`config.mk`:
```
export PLATFORM = sky130hd
export DESIGN_NAME = sram_like_arbiter
export DESIGN_NICKNAME = d
export VERILOG_FILES = /design/src/rtl/sram_like_arbiter.sv
export SDC_FILE = /design/constraint.sdc
export NUM_CORES = 1
export LEC_CHECK = 0
export BUFFER_PORTS_ARGS = -buffer_cell sky130_fd_sc_hd__buf_2
export CAP_MARGIN = 30
export CORE_AREA = 3 3 122 124
export CTS_CLUSTER_DIAMETER = 100
export CTS_CLUSTER_SIZE = 28
export DETAILED_ROUTE_END_ITERATION = 7
export DIE_AREA = 0 0 125 127
export GPL_TIMING_DRIVEN = 1
export PLACE_DENSITY_LB_ADDON = 0.05
export SLEW_MARGIN = 20
export SYNTH_ARGS = -nofsm -noshare
export SYNTH_HDL_FRONTEND = slang
export SYNTH_SLANG_ARGS = --single-unit
export TNS_END_PERCENT = 30
```
`constraint.sdc`:
```
create_clock -name clk -period 2.42 [get_ports clk]
set_input_delay 0.484 -clock clk [delete_from_list [all_inputs] [get_ports clk]]
set_output_delay 0.484 -clock clk [all_outputs]
set_load 0.005 [all_outputs]
```
`src/rtl/sram_like_arbiter.sv`:
```
// sram_like_arbiter: two sram-like masters onto one sram-like slave with in-order ID FIFO routing (ARB_RR_EN selects round-robin)
module sram_like_arbiter #(
  parameter int MAX_OUTST = 4
) (
  input  logic        clk,
  input  logic        rst_n,
  input  logic        m0_req,
  input  logic        m0_wr,
  input  logic [1:0]  m0_size,
  input  logic [31:0] m0_addr,
  input  logic [3:0]  m0_wstrb,
  input  logic [31:0] m0_wdata,
  output logic        m0_addr_ok,
  output logic        m0_data_ok,
  output logic [31:0] m0_rdata,
  input  logic        m1_req,
  input  logic        m1_wr,
  input  logic [1:0]  m1_size,
  input  logic [31:0] m1_addr,
  input  logic [3:0]  m1_wstrb,
  input  logic [31:0] m1_wdata,
  output logic        m1_addr_ok,
  output logic        m1_data_ok,
  output logic [31:0] m1_rdata,
  output logic        s_req,
  output logic        s_wr,
  output logic [1:0]  s_size,
  output logic [31:0] s_addr,
  output logic [3:0]  s_wstrb,
  output logic [31:0] s_wdata,
  input  logic        s_addr_ok,
  input  logic        s_data_ok,
  input  logic [31:0] s_rdata,
  output logic        arb_err
);
  localparam int PW = $clog2(MAX_OUTST);
  localparam int CW = PW + 1;
  typedef enum logic {FREE, LOCKED} lock_t;
  lock_t st, st_n;
  logic locked_id, grant, gnt_valid, gnt_req, accept, pop, head;
  logic [MAX_OUTST-1:0] id_fifo;
  logic [PW-1:0] wr_ptr, rd_ptr;
  logic [CW-1:0] count;
`ifdef ARB_RR_EN
  logic last;
  // remember which master won the most recent handshake
  always_ff @(posedge clk or negedge rst_n)
    if (!rst_n) last <= 1'b0;
    else if (accept) last <= grant;
`endif
  // lock state and the master held on the slave port while it stalls
  always_ff @(posedge clk or negedge rst_n)
    if (!rst_n) begin
      st <= FREE;
      locked_id <= 1'b1;
    end else begin
      st <= st_n;
      if (s_req) locked_id <= grant;
    end
  // a request the slave refused keeps the port locked to its master
  always_comb st_n = (s_req & ~s_addr_ok) ? LOCKED : FREE;
  // grant select, request mux and response routing
  always_comb begin
`ifdef ARB_RR_EN
    grant = (st == LOCKED) ? locked_id : (m0_req & m1_req) ? ~last : m1_req;
`else
    grant = (st == LOCKED) ? locked_id : m1_req;
`endif
    gnt_valid = (st == LOCKED) | m0_req | m1_req;
    gnt_req = grant ? m1_req : m0_req;
    s_req = gnt_valid & gnt_req & (count < CW'(MAX_OUTST));
    s_wr = gnt_valid & (grant ? m1_wr : m0_wr);
    s_size = gnt_valid ? (grant ? m1_size : m0_size) : '0;
    s_addr = gnt_valid ? (grant ? m1_addr : m0_addr) : '0;
    s_wstrb = gnt_valid ? (grant ? m1_wstrb : m0_wstrb) : '0;
    s_wdata = gnt_valid ? (grant ? m1_wdata : m0_wdata) : '0;
    accept = s_req & s_addr_ok;
    m0_addr_ok = accept & ~grant;
    m1_addr_ok = accept & grant;
    pop = s_data_ok & (count != '0);
    head = id_fifo[rd_ptr];
    m0_data_ok = pop & ~head;
    m1_data_ok = pop & head;
    m0_rdata = m0_data_ok ? s_rdata : '0;
    m1_rdata = m1_data_ok ? s_rdata : '0;
  end
  // issuer ID FIFO, occupancy and sticky orphan-response flag
  always_ff @(posedge clk or negedge rst_n)
    if (!rst_n) begin
      id_fifo <= '0;
      wr_ptr <= '0;
      rd_ptr <= '0;
      count <= '0;
      arb_err <= 1'b0;
    end else begin
      if (accept) begin
        id_fifo[wr_ptr] <= grant;
        wr_ptr <= wr_ptr + 1'b1;
      end
      if (pop) rd_ptr <= rd_ptr + 1'b1;
      count <= count + CW'(accept) - CW'(pop);
      arb_err <= arb_err | (s_data_ok & (count == '0));
    end
endmodule
```
==> flow_metrics.env <==
export IMPL_ios=321
export IMPL_synth_distinct_cells=29
export IMPL_maxCapViolations=0
export IMPL_post_route_period_util_pct=94.0
export IMPL_ys_async_sr_fraction_pct=100
export IMPL_routed_wl_um=13600
export IMPL_grt_pass1_wl_um=19600
export IMPL_postCtsSetupBuffers=0
export IMPL_vias_per_cell=4.23
export IMPL_synth_simple_area_share_pct=46.9
export IMPL_startpoint_type="flip-flop"
export IMPL_grt_max_degree=73
export IMPL_die_x_um=125
export IMPL_cts_buffers=3
export IMPL_synth_mux_area_share_pct=1.46
export IMPL_antenna_found_initial=4
export IMPL_end_kind="output pin"
export IMPL_tightest_slew_ns=0.627
export IMPL_synth_edf_count=0
export IMPL_worst_setup_path_type="reg -> out"
export IMPL_cts_resized=0
export IMPL_fin_area_mm2=0.00415
export IMPL_synth_ff_type="dfrtp_1"
export IMPL_drtIter0Drc=251
export IMPL_synth_compound_area_share_pct=21.4
export IMPL_antenna_left=0
export IMPL_grt_total_usage_pct=15.0
export IMPL_grt_pass1_vias=3462
export IMPL_core_mm2=0.0139
export IMPL_reg2reg_depth=7
export IMPL_dr_pass1_iters=4
export IMPL_arrival_ns=1.79
export IMPL_finalCriticalPeriod_ns=2.28
export IMPL_crit_required_ns=1.94
export IMPL_placed_area_mm2=0.00404
export IMPL_fp_row_count=43
export IMPL_ctsLongestPathBuffers=2
export IMPL_mostFrequentLayoutCells="buf_2, nand2_1, a21oi_1"
export IMPL_num_vias=3772
export IMPL_yosysWarnings=0
export IMPL_insertion_delay_ns=0.24
export IMPL_netlist_area_mm2=0.00223
export IMPL_hpwl_um=10800
export IMPL_maxSlewHeadroom_pct=58.0
export IMPL_status="finished, final reports clean"
export IMPL_portBuffers=320
export IMPL_rsz0062_at_grt="no"
export IMPL_routabilityCongestion=0.921
export IMPL_setup_viol=0
export IMPL_synth_xor_xnor_area_share_pct=1.96
export IMPL_synth_area_leader_cell="nand2_1"
export IMPL_final_setup_tns_ns=0
export IMPL_syn_nets=597
export IMPL_cts_tree="yes"
export IMPL_synth_cells=411
export IMPL_skew_ns=0.00201
export IMPL_drc_errors=0
export IMPL_drive_above_1_share_pct=48.1
export IMPL_area_growth_pct=86.1
export IMPL_final_common_cell="buf_2"
export IMPL_wl_per_cell_um=15.2
export IMPL_hp_class="in -> async"
export IMPL_seq_area_frac_synth_pct=15.8
export IMPL_fill_cells=1594
export IMPL_synth_top_family_by_area="simple AND/OR/NAND/NOR gates"
export IMPL_slew_viol_final=0
export IMPL_avgSynthCellArea_um2=5.42
export IMPL_power_density_mw_per_mm2=809
export IMPL_hold_buffers=0
export IMPL_timing_hold_violations_final=0
export IMPL_synth_seq_cells=14
export IMPL_startpoint="st$_DFF_PN0_"
export IMPL_crit_path_max_fanout=65
export IMPL_pre_cts_ws_ns=0.143
export IMPL_cts_root_buf="clkbuf_16"
export IMPL_fin_nets=894
export IMPL_reg2reg_slack_ns=0.30
export IMPL_synthTopCellsByArea="nand2_1, a21oi_1, dfrtp_1"
export IMPL_peakVddDrop_uv=373
export IMPL_r2r_start="st$_DFF_PN0_"
export IMPL_synth_top_area_share_pct=30.0
export IMPL_htreeDepth=1
export IMPL_start_util_pct=16.1
export IMPL_cts_sinks=14
export IMPL_gr_total_overflow=0
export IMPL_synth_adder_area_share_pct=3.70
export IMPL_path_clk_slew_ns=0.05
export IMPL_die_area_mm2=0.0159
export IMPL_die_h_um=127
export IMPL_power_leakage_nw=2.56
export IMPL_setup_slack_ns=0.145
export IMPL_fmax_mhz=439
-- critical path, stage by stage, from the launching register on --
cell and delay, ns:
dfrtp_1 0.45, nand2_1 0.16, o21a_2 0.19, buf_12 0.26
nand2_1 0.09, a21oi_1 0.19, buf_2 0.15
-- sequential cells by signal (all words and copies together), names as in the netlist --
register / cells
arb_err: 1
count: 3
id_fifo: 4
locked_id: 1
rd_ptr: 2
st: 1
wr_ptr: 2
-- report_power, final --
| part | switching [W] | internal (W) | total (W) |
|---|---|---|---|
| Combinational | 0.00143 | 0.00115 | 0.00258 |
| Sequential | 0.000105 | 0.000360 | 0.000465 |
| Clock | 0.0000898 | 0.000222 | 0.000312 |
-- metrics by stage --
stage          instances  total power [W]  hold slack [ns]  util [%]
6_report             891          0.00336            0.142      29.9
5_1_grt              891          0.00373            0.172      29.9
3_3_place_gp         881          0.00303            0.411      28.9
3_5_place_dp         882          0.00305            0.416      29.1
2_1_floorplan        411          0.00190            0.188         -
4_1_cts              886          0.00339            0.160      29.7
-- cell usage after synthesis, types with 2 or more instances --
library cell / n
nand2_1: 178
a21oi_1: 75
nor2_1: 35
and3_1: 32
buf_2: 19
clkbuf_1: 14
dfrtp_1: 13
inv_1: 7
ha_1: 5
xnor2_1: 5
a31oi_1: 4
nor3_1: 4
buf_1: 3
o21ai_0: 2
-- kinds of logic (layout without fill, tap and decap cells) --
kind of cell,Yosys count,count (layout)
simple gates,253,254
compound gates,87,87
xor+xnor,5,5
fa+ha+maj,6,6
flops,14,14
buf+inv,44,339
mux,2,2
other cells,0,4
-- worst paths after layout --
path | to
hold reg to reg | arb_err$_DFF_PN0_
hold / removal | arb_err$_DFF_PN0_
max in group asynchronous | locked_id$_DFFE_PN1N_
min in group clk | st$_DFF_PN0_
setup reg to reg | count[2]$_DFF_PN0_
setup / recovery | s_addr[17]
-- final cells by class --
| type | count | area [um2] | share of cell area (%) |
|---|---|---|---|
| Timing Repair Buffer | 328 | 1730 | 41.7 |
| Multi-Input combinational cell | 354 | 1730 | 41.6 |
| Sequential cell | 14 | 352 | 8.47 |
| Tap cell | 180 | 225 | 5.43 |
| Clock buffer | 4 | 78.8 | 1.90 |
| Inverter | 7 | 26.3 | 0.633 |
| Antenna cell | 4 | 10.0 | 0.241 |
-- routing by layer --
metal	routed length (um)	GRT usage (%)	share of wire, %	vias up
met5	0	0	0	-
met4	271	4.40	2.0	0
met3	822	1.88	6.1	16
met2	7200	27.9	53	162
met1	5280	18.2	39	1664
li1	-	-	-	1930
Note: power is estimated with default switching activity, not from simulation.
